[src/rtl/norm_shift_ctrl.sv]
// norm_shift_ctrl: iterative mantissa normalizer for the FP add/sub
// post-cancellation path. A single left barrel shifter is reused over
// several cycles. Each pass shifts at most MAX_STEP bits and lowers the
// exponent by the same amount. Iteration stops when the mantissa MSB is set,
// when the mantissa is zero, or when the exponent reaches its floor
// (subnormal result).

// Left barrel shifter: SIZE_SHIFT binary-weighted stages, zero fill.
module SHF_left #(
  parameter int SIZE_DATA  = 24,
  parameter int SIZE_SHIFT = 3
) (
  input  logic [SIZE_DATA-1:0]  data,
  input  logic [SIZE_SHIFT-1:0] shift,
  output logic [SIZE_DATA-1:0]  result
);

  logic [SIZE_DATA-1:0] stage [0:SIZE_SHIFT];

  assign stage[0] = data;

  generate
    for (genvar gi = 0; gi < SIZE_SHIFT; gi++) begin : g_stage
      // Stage gi shifts by 2^gi when its select bit is set.
      assign stage[gi+1] = shift[gi] ? (stage[gi] << (1 << gi)) : stage[gi];
    end
  endgenerate

  assign result = stage[SIZE_SHIFT];

endmodule

module norm_shift_ctrl #(
  parameter int SIZE_MAN  = 24,
  parameter int SIZE_EXP  = 8,
  parameter int SIZE_STEP = 3
) (
  input  logic                i_clk,
  input  logic                i_rst_n,
  input  logic                i_valid,
  output logic                o_ready,
  input  logic [SIZE_MAN-1:0] i_mantissa,
  input  logic [SIZE_EXP-1:0] i_exponent,
  output logic                o_valid,
  input  logic                i_ready,
  output logic [SIZE_MAN-1:0] o_mantissa,
  output logic [SIZE_EXP-1:0] o_exponent,
  output logic                o_zero,
  output logic                o_denorm,
  output logic                o_busy
);

  localparam int MAX_STEP = (1 << SIZE_STEP) - 1;
  localparam int LZ_W     = $clog2(SIZE_MAN + 1);
  // Common width used when comparing lz, MAX_STEP and allowed.
  localparam int CW       = (SIZE_EXP + 1 > LZ_W) ? SIZE_EXP + 1 : LZ_W;
  localparam logic [SIZE_EXP:0] ONE_EXT = 1;

  typedef enum logic [1:0] {
    IDLE  = 2'd0,
    SHIFT = 2'd1,
    DONE  = 2'd2
  } state_t;

  state_t state_reg;
  state_t state_next;

  logic [SIZE_MAN-1:0]  mant_reg;
  logic [SIZE_EXP-1:0]  exp_reg;
  logic                 zero_reg;
  logic                 denorm_reg;

  logic [LZ_W-1:0]      lz;
  logic [SIZE_EXP:0]    allowed;
  logic [SIZE_STEP-1:0] step;
  logic [SIZE_STEP-1:0] shift_sel;
  logic [SIZE_MAN-1:0]  shifted;
  logic                 mant_is_zero;
  logic                 is_norm;
  logic                 at_floor;

  SHF_left #(
    .SIZE_DATA  (SIZE_MAN),
    .SIZE_SHIFT (SIZE_STEP)
  ) u_shf (
    .data   (mant_reg),
    .shift  (shift_sel),
    .result (shifted)
  );

  // Leading-zero count of the working mantissa. The highest set bit is
  // written last, so it wins. An all-zero value reads as SIZE_MAN.
  always_comb begin
    lz = LZ_W'(SIZE_MAN);
    for (int i = 0; i < SIZE_MAN; i++) begin
      if (mant_reg[i]) lz = LZ_W'(SIZE_MAN - 1 - i);
    end
  end

  // Shift budget that keeps the exponent >= 1. It is one bit wider than
  // the exponent and clamps at zero, so it cannot wrap.
  always_comb begin
    allowed = '0;
    if (exp_reg != '0) allowed = {1'b0, exp_reg} - ONE_EXT;
  end

  // step = min(lz, MAX_STEP, allowed). These are the termination
  // conditions for the SHIFT state.
  always_comb begin
    logic [CW-1:0] min_v;
    min_v = CW'(lz);
    if (CW'(MAX_STEP) < min_v) min_v = CW'(MAX_STEP);
    if (CW'(allowed) < min_v)  min_v = CW'(allowed);
    step         = SIZE_STEP'(min_v);
    mant_is_zero = (mant_reg == '0);
    is_norm      = mant_reg[SIZE_MAN-1];
    at_floor     = (allowed == '0);
  end

  // FSM state register.
  always_ff @(posedge i_clk or negedge i_rst_n) begin
    if (!i_rst_n) state_reg <= IDLE;
    else          state_reg <= state_next;
  end

  // FSM next-state logic.
  always_comb begin
    state_next = state_reg;
    case (state_reg)
      IDLE:    if (i_valid) state_next = SHIFT;
      SHIFT:   if (mant_is_zero || is_norm || at_floor) state_next = DONE;
      DONE:    if (i_ready) state_next = IDLE;
      default: state_next = IDLE;
    endcase
  end

  // FSM outputs. The shifter select is held at zero outside SHIFT.
  always_comb begin
    o_ready   = 1'b0;
    o_valid   = 1'b0;
    o_busy    = 1'b1;
    shift_sel = '0;
    case (state_reg)
      IDLE: begin
        o_ready = 1'b1;
        o_busy  = 1'b0;
      end
      SHIFT:   shift_sel = step;
      DONE:    o_valid = 1'b1;
      default: o_busy = 1'b0;
    endcase
  end

  // Datapath: capture the operand on accept, then iterate the shift in
  // SHIFT. Checks are in priority order: zero, normalized, floor, shift.
  always_ff @(posedge i_clk or negedge i_rst_n) begin
    if (!i_rst_n) begin
      mant_reg   <= '0;
      exp_reg    <= '0;
      zero_reg   <= 1'b0;
      denorm_reg <= 1'b0;
    end else begin
      case (state_reg)
        IDLE: begin
          if (i_valid) begin
            mant_reg   <= i_mantissa;
            exp_reg    <= i_exponent;
            zero_reg   <= 1'b0;
            denorm_reg <= 1'b0;
          end
        end
        SHIFT: begin
          if (mant_is_zero) begin
            zero_reg <= 1'b1;
            exp_reg  <= '0;
            mant_reg <= '0;
          end else if (is_norm) begin
            // Already normalized. Leave the exponent untouched, even at 0.
          end else if (at_floor) begin
            denorm_reg <= 1'b1;
            exp_reg    <= '0;
          end else begin
            mant_reg <= shifted;
            exp_reg  <= exp_reg - SIZE_EXP'(step);
          end
        end
        default: ;
      endcase
    end
  end

  // These registers stay stable through DONE, so they drive the result.
  assign o_mantissa = mant_reg;
  assign o_exponent = exp_reg;
  assign o_zero     = zero_reg;
  assign o_denorm   = denorm_reg;

endmodule

[config.mk]
export PLATFORM = sky130hd
export DESIGN_NAME = norm_shift_ctrl
export DESIGN_NICKNAME = d
export VERILOG_FILES = /design/src/rtl/norm_shift_ctrl.sv
export SDC_FILE = /design/constraint.sdc
export NUM_CORES = 1
export LEC_CHECK = 0
export ABC_CLOCK_PERIOD_IN_PS = 12800
export CELL_PAD_IN_SITES_DETAIL_PLACEMENT = 0
export CELL_PAD_IN_SITES_GLOBAL_PLACEMENT = 1
export CORE_ASPECT_RATIO = 1.2
export CORE_MARGIN = 2
export CORE_UTILIZATION = 41
export DETAILED_ROUTE_END_ITERATION = 7
export PLACE_DENSITY_LB_ADDON = 0.05
export SKIP_CTS_REPAIR_TIMING = 1
export SLEW_MARGIN = 5
export SYNTH_ARGS = -nofsm -noshare
export SYNTH_HDL_FRONTEND = slang
export SYNTH_SLANG_ARGS = --single-unit
export TNS_END_PERCENT = 10
[constraint.sdc]
create_clock -name i_clk -period 12.8 [get_ports i_clk]
set_clock_uncertainty 0.05 [all_clocks]
set_input_delay 3.2 -clock i_clk [delete_from_list [all_inputs] [get_ports i_clk]]
set_output_delay 3.2 -clock i_clk [all_outputs]
set_load 0.005 [all_outputs]
After elaboration in Yosys (flattened, before gate mapping) --
Index checks and enable logic that the tools add are counted.
Word-level totals: register bits after elaboration 36, output and inout port bits 37, logic and storage cells 94
Operators by class: add/subtract/negate cells 2, magnitude comparators 2, eq/ne operators 13, multiplexer cells 55, reductions and logical operators 15
Operators with widths (count):
- 24-bit two-way mux | 7
- 5-bit two-way mux | 22
- 24-bit one-hot mux with 2 select lines | 1
- 8-bit two-way mux | 4
- 24-bit zero test | 1
- 8-bit one-hot mux with 2 select lines | 1
- 2-bit inequality test (second input constant) | 7
- 4-bit two-way mux | 3
- 3-bit AND reduction | 4
- 5-bit AND reduction | 2
- 9-bit zero test | 1
- 9-bit by 5-bit less-than comparator with 1-bit output | 1
- 9-bit two-way mux | 1
- 8-bit by 1-bit subtractor with 9-bit output (second input constant) | 1
- 1-bit two-way mux | 8
- 8-bit nonzero test | 1
- 8-bit by 3-bit subtractor with 8-bit output | 1
- 7-bit by 4-bit inequality test with 1-bit output (second input constant) | 1
- 2-bit two-way mux | 3
- 3-bit two-way mux | 2
- 3-bit inequality test (second input constant) | 2
- 2-bit one-hot mux with 3 select lines | 1
- 3-bit by 5-bit less-than comparator with 1-bit output (first input constant) | 1
- 5-bit by 2-bit inequality test with 1-bit output (second input constant) | 1
- 8 further kinds | 10

Depth between registers and ports, before layout --
depth in word-level cells 36, gate-level depth with buffers 24, mapped depth without buffers 22

Hierarchy --
A second synthesis with hierarchy kept.
Second synthesis, totals: cells, all modules 396, area, all modules 3618.5 µm²
Modules (own cells, without submodules):
- norm_shift_ctrl | instances 1, cells an instance 278, area an instance 2673.8 µm², sequential area each 900.9 µm²
- SHF_left | instances 1, cells an instance 118, area an instance 944.7 µm², sequential area each 0.0 µm²

Worst setup path after synthesis --
No wires, ideal clock.
path type input -> register, start point input i_valid, end point register mant_reg[2], in the netlist o_mantissa[2], setup time 0.142 ns, arrival 4.375 ns, data required time 12.608 ns, slack 8.233 ns, stages 7, path buffers 2, path through nor2b_1 -> a21oi_1 -> o21ai_1 -> a31oi_1 -> clkbuf_1 -> clkbuf_1 -> a31oi_1
On the way: word-level cells in the longest chain between the ends 2
Ends and longest elaborated chain:
- start: declaration | line 40 | input logic i_valid,
- 2-bit inequality test (no source line)
- 4-bit AND reduction (no source line)
- end signal: assignment | line 166 | mant_reg <= i_mantissa;
- end signal: assignment | line 183 | mant_reg <= shifted;
- end: declaration | line 68 | logic [SIZE_MAN-1:0] mant_reg;
Every way passes these cells. A chain may end at the register's enable or synchronous reset.

Worst setup path in the final report --
start point register exp_reg[0], in the netlist o_exponent[0], end point register exp_reg[7], in the netlist o_exponent[7]
On the way: word-level cells in the longest chain between the ends 9, elaborated cells between the ends (all ways) 11, classes of those cells add/sub: 2; order compare: 1; mux: 6; reduce/logical: 2
Ends and longest elaborated chain:
- start: declaration | line 69 | logic [SIZE_EXP-1:0] exp_reg;
- start signal: assignment | line 167 | exp_reg <= i_exponent;
- start signal: assignment | line 184 | exp_reg <= exp_reg - SIZE_EXP'(step);
- 8-bit by 1-bit subtractor with 9-bit output / 8-bit nonzero test (equally long branches) | line 104 | if (exp_reg != '0) allowed = {1'b0, exp_reg} - ONE_EXT;
- 9-bit two-way mux | line 104
- 9-bit by 5-bit less-than comparator with 1-bit output | line 113 | if (CW'(allowed) < min_v) min_v = CW'(allowed);
- 3-bit two-way mux | line 113
- 8-bit by 3-bit subtractor with 8-bit output | line 184
- 8-bit two-way mux (*) | line 179 | end else if (at_floor) begin
- 8-bit two-way mux (*) | line 177 | end else if (is_norm) begin
- 8-bit two-way mux (*) | line 173 | if (mant_is_zero) begin
- 8-bit one-hot mux with 2 select lines (*) | line 163 | case (state_reg)
Every way passes the cells marked *; elsewhere a longest branch is shown, timed or not. The select of a mux whose other input is x is not followed.

==> results.yml <==
run_status:
  status: "finished clean"
clocking:
  clk_pin_slew_ns: 0.09
  htree_levels: 2
  insertion_delay_ns: 0.30
  cts-root-buf: "clkbuf_8"
  cts_made_buffers: 5
  clockBufferDepth: 2
  tritoncts: "yes"
  cts_sinks: 36
layout:
  finalNetCount: 544
  largest_reg_flops: 24
  diodes: 0
  finish.utilization_pct: 53.0
  drive_above_1_share_pct: 8.65
  area_growth_pct: 24.2
timing:
  worst_slew_pin_slew_ns: 1.12
  hold_viol_final: 0
  drv_slew: 0
  fmax_ghz: 0.196
  min_period_ns: 5.10
  finalSetupViolations: 0
  finalSetupTns_ns: 0
  rsz0062_at_grt: "no"
  fin_crit_sh_pct: 39.9
  layout_setup_ws_ns: 7.70
  max-slew-margin-rel_pct: 25.5
logic_synthesis:
  synth-main-ff-cell: "dfrtp_1"
  synth_top_family_by_area: "compound AO/OA/AOI/OAI gates"
  synth_top_area_share_pct: 25.8
  synth_xor_area_share_pct: 0.251
  synth_cell_types: 67
  muxShareOfSynthArea_pct: 8.63
  mappedNetlistNets: 489
  avgSynthCellArea_um2: 7.93
  synth-compound-area-share_pct: 31.8
  synthAdderAreaFrac_pct: 4.51
  yosys.area.top_type: "dfrtp_1"
  seq_area_frac_synth_pct: 25.8
  synthArstFlopShare_pct: 100
  synth_cells: 441
  ys_top_cells_by_area: "dfrtp_1, nand3_1, mux2i_1, o21ai_0, a21oi_1"
  synth-seq-cells: 36
  syn-cell-area_um2: 3500
  yosys.area_share.simple_pct: 23.1
  synth-edff-count: 0
  ys.warnings.count: 0
die:
  core-area_um2: 8200
  die_h_um: 105
  die_width_um: 88.3
  ioPinCount: 73
  rows: 36
  initial_core_util_pct: 42.6
  dieArea_um2: 9280
setup_path:
  cp-start-kind: "flip-flop"
  critPathRequiredTime_ns: 12.98
  cp_slowest_cell: "nor2_2"
  arrival_ns: 5.28
  crit_chain: "inv_1 > ha_1 > nand2b_4 > nor3_4 > a21oi_1 > ha_1 > a21o_1 > a21oi_1 > o21ai_0 > o21ba_2 > mux2_4 > nor2_2 > ha_1 > nor2b_1 > o21ai_0 > nand2b_1 > nor3_1 > nand2_1 > nor4_1 > a21oi_1 > o21ai_0"
  cp-end-kind: "flip-flop"
  crit_family: "simple AND/OR/NAND/NOR gates"
  crit_path_max_incr_delay_ns: 0.58
  cp_num_buf_inv: 1
  critPathKind: "reg -> reg"
  critPathMaxFanout: 11
drt:
  drt-total-wl_um: 12200
  vias_per_cell: 6.26
  postRouteAntennaNets: 0
  wire_per_inst_um: 19.9
  first_iter_violations: 275
  vias: 3825
  drc_errors: 0
  dr.pass1.iters: 5
pwr:
  power_leakage_nw: 1.63
  vdd_ir_drop_max_mv: 0.129
  power_density_nw_per_um2: 347
grt:
  grt_pass1_wl_um: 19700
  grt_use_met1_pct: 34.2
  grt_usage_pct: 26.6
  met3_usage_pct: 3.79
  grt_remaining_overflow: 0
  grt_max_degree: 38
  antenna_found_initial: 0
  use_met2_pct: 45.4
  top_usage_layer: "met2"
  grt_pass1_vias: 3770
min_path:
  hold_class: "reg -> reg"
placement:
  port_buffers: 72
  pre_cts_ws_ns: 7.54
  dp_hpwl_um: 8470
  gp_congestion: 0.863
run:
  maxCapViolations: 0
path summary, 6_finish.rpt:
check	startpoint	endpoint	slack (ns)	cells after the start
worst max-delay path	o_exponent[0]	o_exponent[7]	7.70	21
worst min-delay path	o_denorm	o_denorm	0.47	2
worst max register to register	o_exponent[0]	o_exponent[7]	7.70	21
worst min register to register	o_denorm	o_denorm	0.47	2
max in group asynchronous	i_rst_n	o_mantissa[5]	9.18	1
min in group asynchronous	i_rst_n	state_reg[1]	2.96	1
layout by cell type (no fill, tap or decap), types with 3 or more instances in the layout:
cell             synthesis  layout
a211oi_1                 3       3
a21o_1                   6       6
a21oi_1                 34      34
a221oi_1                 9       9
a31oi_1                 13      13
a32oi_1                  3       3
buf_4                    3       6
clkbuf_8                 0       5
clkdlybuf4s50_1          0      71
dfrtp_1                 36      36
ha_1                    11      11
inv_1                   12      12
mux2_2                   3       3
mux2_4                   3       3
mux2i_1                 20      20
nand2_1                 21      21
nand2b_1                 8       8
nand3_1                 45      45
nor2_1                  43      43
nor2_2                   3       3
nor2b_1                  7       7
nor3_1                  11      11
nor4_1                   9       9
o211ai_1                21      21
o21a_1                   3       3
o21ai_0                 39      39
worst min-delay path, stage by stage (launching register included):
cell and delay, ns:
dfrtp_1 0.38, nand2_1 0.06, nand2_1 0.05
power breakdown:
part / internal (mW) / total [mW] / switching (mW)
clock: 0.0381 / 0.0873 / 0.0492
sequential: 0.173 / 0.299 / 0.126
combinational: 0.480 / 1.12 / 0.641
Yosys cell counts, drive strengths merged (11+ instances only):
| cell | count |
|---|---|
| nor3 | 12 |
| ha | 11 |
| nand2 | 21 |
| mux2i | 20 |
| a31oi | 13 |
| o21ai | 41 |
| inv | 14 |
| dfrtp | 36 |
| o211ai | 21 |
| a21oi | 34 |
| buf | 14 |
| clkbuf | 16 |
| nor2 | 47 |
| nand3 | 45 |
cells by family after synthesis:
kind of cell | after synthesis
simple gates | 160
compound gates | 159
buf+inv | 44
flops | 36
mux | 28
fa+ha+maj | 12
other cells | 1
xor+xnor | 1
through the flow:
step | std cells | hold slack, ns | power [mW] | area, um^2
finish | 611 | 0.470 | 1.51 | 4340
floorplan | 441 | 0.424 | 1.06 | 3500
global placement | 603 | 0.438 | 1.40 | 4260
global route | 611 | 0.508 | 1.63 | 4340
CTS | 611 | 0.467 | 1.50 | 4340
detailed placement | 603 | 0.449 | 1.41 | 4260
routing by layer:
| layer | routed length, um | up-vias |
|---|---|---|
| li1 | - | 1780 |
| met1 | 5050 | 1857 |
| met2 | 6190 | 170 |
| met3 | 741 | 18 |
| met4 | 202 | 0 |
| met5 | 0 | - |
layout make-up:
cell class | count | area, um^2
clock buffers | 5 | 68.8
clock inverters | 3 | 18.8
fillers | 839 | 3850
inverters | 14 | 52.6
multi-input cells | 361 | 2400
flip-flops and latches | 36 | 901
well taps | 114 | 143
repair buffers | 78 | 761
Note: power is estimated with default switching activity, not from simulation.
==> edit 1, RTL diff (same settings) <==
The 3 states of `state_t` get a one-hot encoding in 3 bits.
--- a/src/rtl/norm_shift_ctrl.sv
+++ b/src/rtl/norm_shift_ctrl.sv
@@ -56,10 +56,10 @@
   localparam int CW       = (SIZE_EXP + 1 > LZ_W) ? SIZE_EXP + 1 : LZ_W;
   localparam logic [SIZE_EXP:0] ONE_EXT = 1;
 
-  typedef enum logic [1:0] {
-    IDLE  = 2'd0,
-    SHIFT = 2'd1,
-    DONE  = 2'd2
+  typedef enum logic [2:0] {
+    IDLE  = 3'b001,
+    SHIFT = 3'b010,
+    DONE  = 3'b100
   } state_t;
 
   state_t state_reg;
Formal check against the unedited RTL: no difference found for any inputs over 4 cycles, from zero or initial values and one cycle with i_rst_n low; so few cycles prove little.
==> edit 1 against the original RTL <==
  * Critical path depth shrank 19
  * Wire length down 5.3%
  * Hold slack lost 0.0023 ns
  * Sequential cell count rose by 1
  * Sequential share of layout area rose by 1.1 points
  * Non-clock buffer count fell by 1
  * Cell count is 5.4% lower
  * Worst setup slack got worse by 0.0069 ns
  * Synthesized area is 2.3% lower
  * Total power shrank 23%
  * Design area down 2.1%
  * Largest cell class unchanged
  * Register-to-register slack gained 0.40 ns
==> edit 1: results (changes against the original RTL) <==
[timing]
slew_headroom_pct=33.1  ; +7.6 points

[run_status]
outcome=finished clean

[logic_synthesis]
yosys_warnings=0  ; unchanged
yosysSeqAreaShare_pct=27.1  ; +1.4 points
synth_nets=470  ; -3.9%
syn_area_per_cell_um2=8.04  ; +1.4%
synth_mux_area_share_pct=10.7  ; +2.0 points
ys_top_cells_by_area=dfrtp_1, mux2i_1, a21oi_1
synth_xor_area_share_pct=0.256  ; +0.0058 points
synth_compound_area_share_pct=28.1  ; -3.7 points
synth_cell_type_count=71  ; +6.0%

[routing]
via_count=3629  ; -5.1%
wl_met1_um=4940  ; -2.1%
drt-pass1-iter-count=4  ; -1
wl_met2_um=5760  ; -6.9%
wl_met3_um=502  ; -32%
drt_iter0_drc=211  ; -23%
routed.top_layer=met4
vias_per_cell=6.28  ; +0.29%
wl_per_cell_um=20.0  ; +0.15%

[power_and_ir_drop]
power_frac_comb_pct=66.9  ; -7.5 points
leakage_nw=1.62  ; -0.86%
vdd_drop_max_mv=0.0962  ; -25%
p_clk_share_pct=7.8  ; +2.0 points
intPower_mw=0.571  ; -17%

[final_layout]
clk_share_pct=2.27  ; +0.25 points
n_fill_cell=807  ; -3.8%
regArea_um2=927  ; +2.9%
multi_input_area_share_pct=54.2  ; -1.1 points
buf_share_pct=17.7  ; +0.20 points
multi_input_gates=347  ; -3.9%
nets=527  ; -3.1%
nNonClkBuffers=77  ; -1.3%
clockBufferCount=6  ; +1
drive_gt1_share_pct=7.87  ; -0.78 points

[worst_setup_path]
cpMaxStageDelayCell=dfstp_2
slowest_delay_ns=0.61  ; +0.03 ns
cp_top_family=flip-flops
path_max_fanout=8  ; -3
r2r_slack_ns=8.10  ; +0.40 ns
critPathArrivalTime_ns=1.86  ; -3.42 ns

[global_routing]
grt_pass1_wl_um=18500  ; -6.1%
track_usage_pct=25.4  ; -1.2 points
use_met3_pct=3.81  ; +0.018 points

[placed_design]
hpwlAfterDp_um=8240  ; -2.7%
dp_cells=570  ; -5.5%
gp_congestion=0.846  ; -2.0%
dpl-instance-area_mm2=0.00416  ; -2.4%

[cts]
cts.sinks=37  ; +2.8%

edit 1: cell types whose count changed after synthesis, sizes merged, moves of 4 or more:
cell,before,now
o211ai,21,16
a211o,0,7
nor3,12,16
buf,14,10
o21ai,41,27
nand2b,9,4
mux2i,20,33
a31oi,13,3
nand2,21,33
mux2,8,3
and3,1,6
nand3,45,27
edit 1: path summary, 6_finish.rpt:
| check | cells after the start | startpoint | endpoint |
|---|---|---|---|
| max reg2reg | 15 | o_exponent[1] | o_mantissa[11] |
| min | 2 | o_zero | o_zero |
| max | 2 | state_reg[0] | o_ready |
| max in group asynchronous | 1 | i_rst_n | o_exponent[0] |
| min reg2reg | 2 | o_zero | o_zero |
| min in group asynchronous | 1 | i_rst_n | o_mantissa[21] |
edit 1: cell families after synthesis:
group	Yosys count
buffers and inverters	41
multiplexers	36
flip-flops	37
XOR/XNOR	1
adder cells (fa/ha/maj)	9
AO/OA/AOI/OAI	135
other	1
AND/OR/NAND/NOR	165
edit 1: metrics by stage:
stage | worst slack [ns] | util (%) | total power [mW] | hold WS (ns)
6_report | 7.69 | 52.4 | 1.16 | 0.468
5_1_grt | 7.56 | 52.4 | 1.27 | 0.517
4_1_cts | 7.66 | 52.4 | 1.16 | 0.473
3_5_place_dp | 7.41 | 51.2 | 1.06 | 0.451
3_3_place_gp | 7.49 | 51.2 | 1.05 | 0.449
2_1_floorplan | 7.80 | - | 0.785 | 0.436
edit 1: worst register-to-register path, delay by kind of cell, from the launching register on:
kind | cells | cell delay [ns]
and+or+nand+nor | 6 | 2.10
AOI/OAI and AO/OA | 6 | 1.35
adders and majority gates | 2 | 0.53
buffers and inverters | 1 | 0.16
DFF | 1 | 0.46
==> edit 2, RTL diff (same flow settings) <==
Without the edit above. Change the parameter `SIZE_EXP` from 8 to 4.
--- a/src/rtl/norm_shift_ctrl.sv
+++ b/src/rtl/norm_shift_ctrl.sv
@@ -32,7 +32,7 @@
 
 module norm_shift_ctrl #(
   parameter int SIZE_MAN  = 24,
-  parameter int SIZE_EXP  = 8,
+  parameter int SIZE_EXP  = 4,
   parameter int SIZE_STEP = 3
 ) (
   input  logic                i_clk,
Interface: changed (resized i_exponent and o_exponent); port bits go from 73 to 65. No check against the original RTL was run, so the function may have changed too.
==> edit 2 against the original RTL <==
  * Synthesized area down 15%
  * Worst setup slack worse by 0.96 ns
  * Design area down 16%
  * Wire length down 24%
  * Sequential cell count down 4
  * Fmax down 16%
  * Total power down 20%
  * Sequential power down 19%
  * Largest power group unchanged
==> edit 2: results (changes against the original RTL) <==
[power_and_ir_drop]
p_clk_share_pct=6.0  ; +0.2 points
power_frac_seq_pct=20.1  ; +0.3 points
netSwitchingFraction_pct=52.3  ; -1.8 points
leakage_nw=1.60  ; -1.9%
p_seq_mw=0.243  ; -19%
vdd_drop_max_mv=0.161  ; +25%

[run_status]
outcome=finished clean

[final_layout]
drive_gt1_share_pct=8.95  ; +0.30 points
antenna_cells=0  ; unchanged
nets=435  ; -20%
final_cells=478  ; -22%
largest_register_ff_count=24  ; unchanged

[logic_synthesis]
ys_top_cells_by_area=dfrtp_1, mux2i_1, nand2_1
yosys_warnings=0  ; unchanged
synth_cell_type_count=69  ; +3.0%
async_flop_share_pct=100  ; unchanged
syn_inst=337  ; -24%
synth_mux_area_share_pct=14.0  ; +5.4 points
syn_area_mm2=0.00296  ; -15%
synth_xor_area_share_pct=0.296  ; +0.045 points
yosysSeqAreaShare_pct=27.1  ; +1.3 points
synth_nets=379  ; -22%
synth_fa_ha_area_share_pct=4.48  ; -0.028 points
yosys-top-cells-count=mux2i_1, nand2_1, dfrtp_1
synth_compound_area_share_pct=26.0  ; -5.7 points

[placed_design]
port_buffers=64  ; -11%
hpwlAfterDp_um=6790  ; -20%
dp_slack_ns=6.50  ; -1.04 ns
dpl-instance-area_mm2=0.00359  ; -16%
dp_cells=473  ; -22%
gp_congestion=0.815  ; -5.6%

[worst_setup_path]
cp_top_family=compound AO/OA/AOI/OAI gates
cpMaxStageDelayCell=a21boi_2
path_max_fanout=27  ; +16
slowest_delay_ns=0.67  ; +0.09 ns
critPathArrivalTime_ns=6.21  ; +0.93 ns

[cts]
cts_made_buffers=5  ; unchanged
clk_pin_slew_ns=0.07  ; -0.02 ns
htree_levels=2  ; unchanged
clock_path_buffers=2  ; unchanged
insertion_delay_ns=0.28  ; -0.02 ns
clockRootBuffer=clkbuf_8

[global_routing]
grt_pass1_vias=2865  ; -24%
track_usage_pct=24.6  ; -2.0 points
grt_pass1_wl_um=15300  ; -22%
grt_antenna_before_repair=0  ; unchanged
grt_start_max_net_pins=33  ; -13%

[routing]
drt-pass1-iter-count=4  ; -1
vias_per_cell=6.07  ; -3.0%
routed_wl_um=9320  ; -24%
drt_iter0_drc=184  ; -33%

[min_path]
hp-class=reg -> reg

[timing]
worst_pin_slew_ns=0.663  ; -0.455 ns

==> edit 2: cells by family after synthesis <==
kind of cell,after synthesis
buffers and inverters,34
other,1
adders and majority gates,10
DFF,32
xor gates and xnor gates,1
AOI/OAI and AO/OA,100
and+or+nand+nor,118
muxes,41
==> edit 2: final timing paths <==
path	from	to	slack (ns)	cells past startpoint
max in group asynchronous	i_rst_n	o_mantissa[1]	9.08	2
max reg2reg	o_mantissa[17]	o_mantissa[16]	8.74	9
min in group asynchronous	i_rst_n	state_reg[0]	3.29	2
max	i_valid	o_mantissa[16]	6.74	8
min	o_zero	o_zero	0.46	1
min reg2reg	o_zero	o_zero	0.46	1
==> edit 2: layout make-up <==
type / count / area (um2)
clock buffer: 5 / 68.8
tap: 87 / 109
inverter: 15 / 56.3
timing repair buffer: 68 / 671
sequential: 32 / 801
multi-input combinational: 271 / 1950
fill: 669 / 3240
==> edit 2: metal layers <==
layer	track usage (%)	wire length [um]
met1	35.7	4380
met2	39.0	4490
met3	2.79	361
met4	5.35	91
met5	0	0
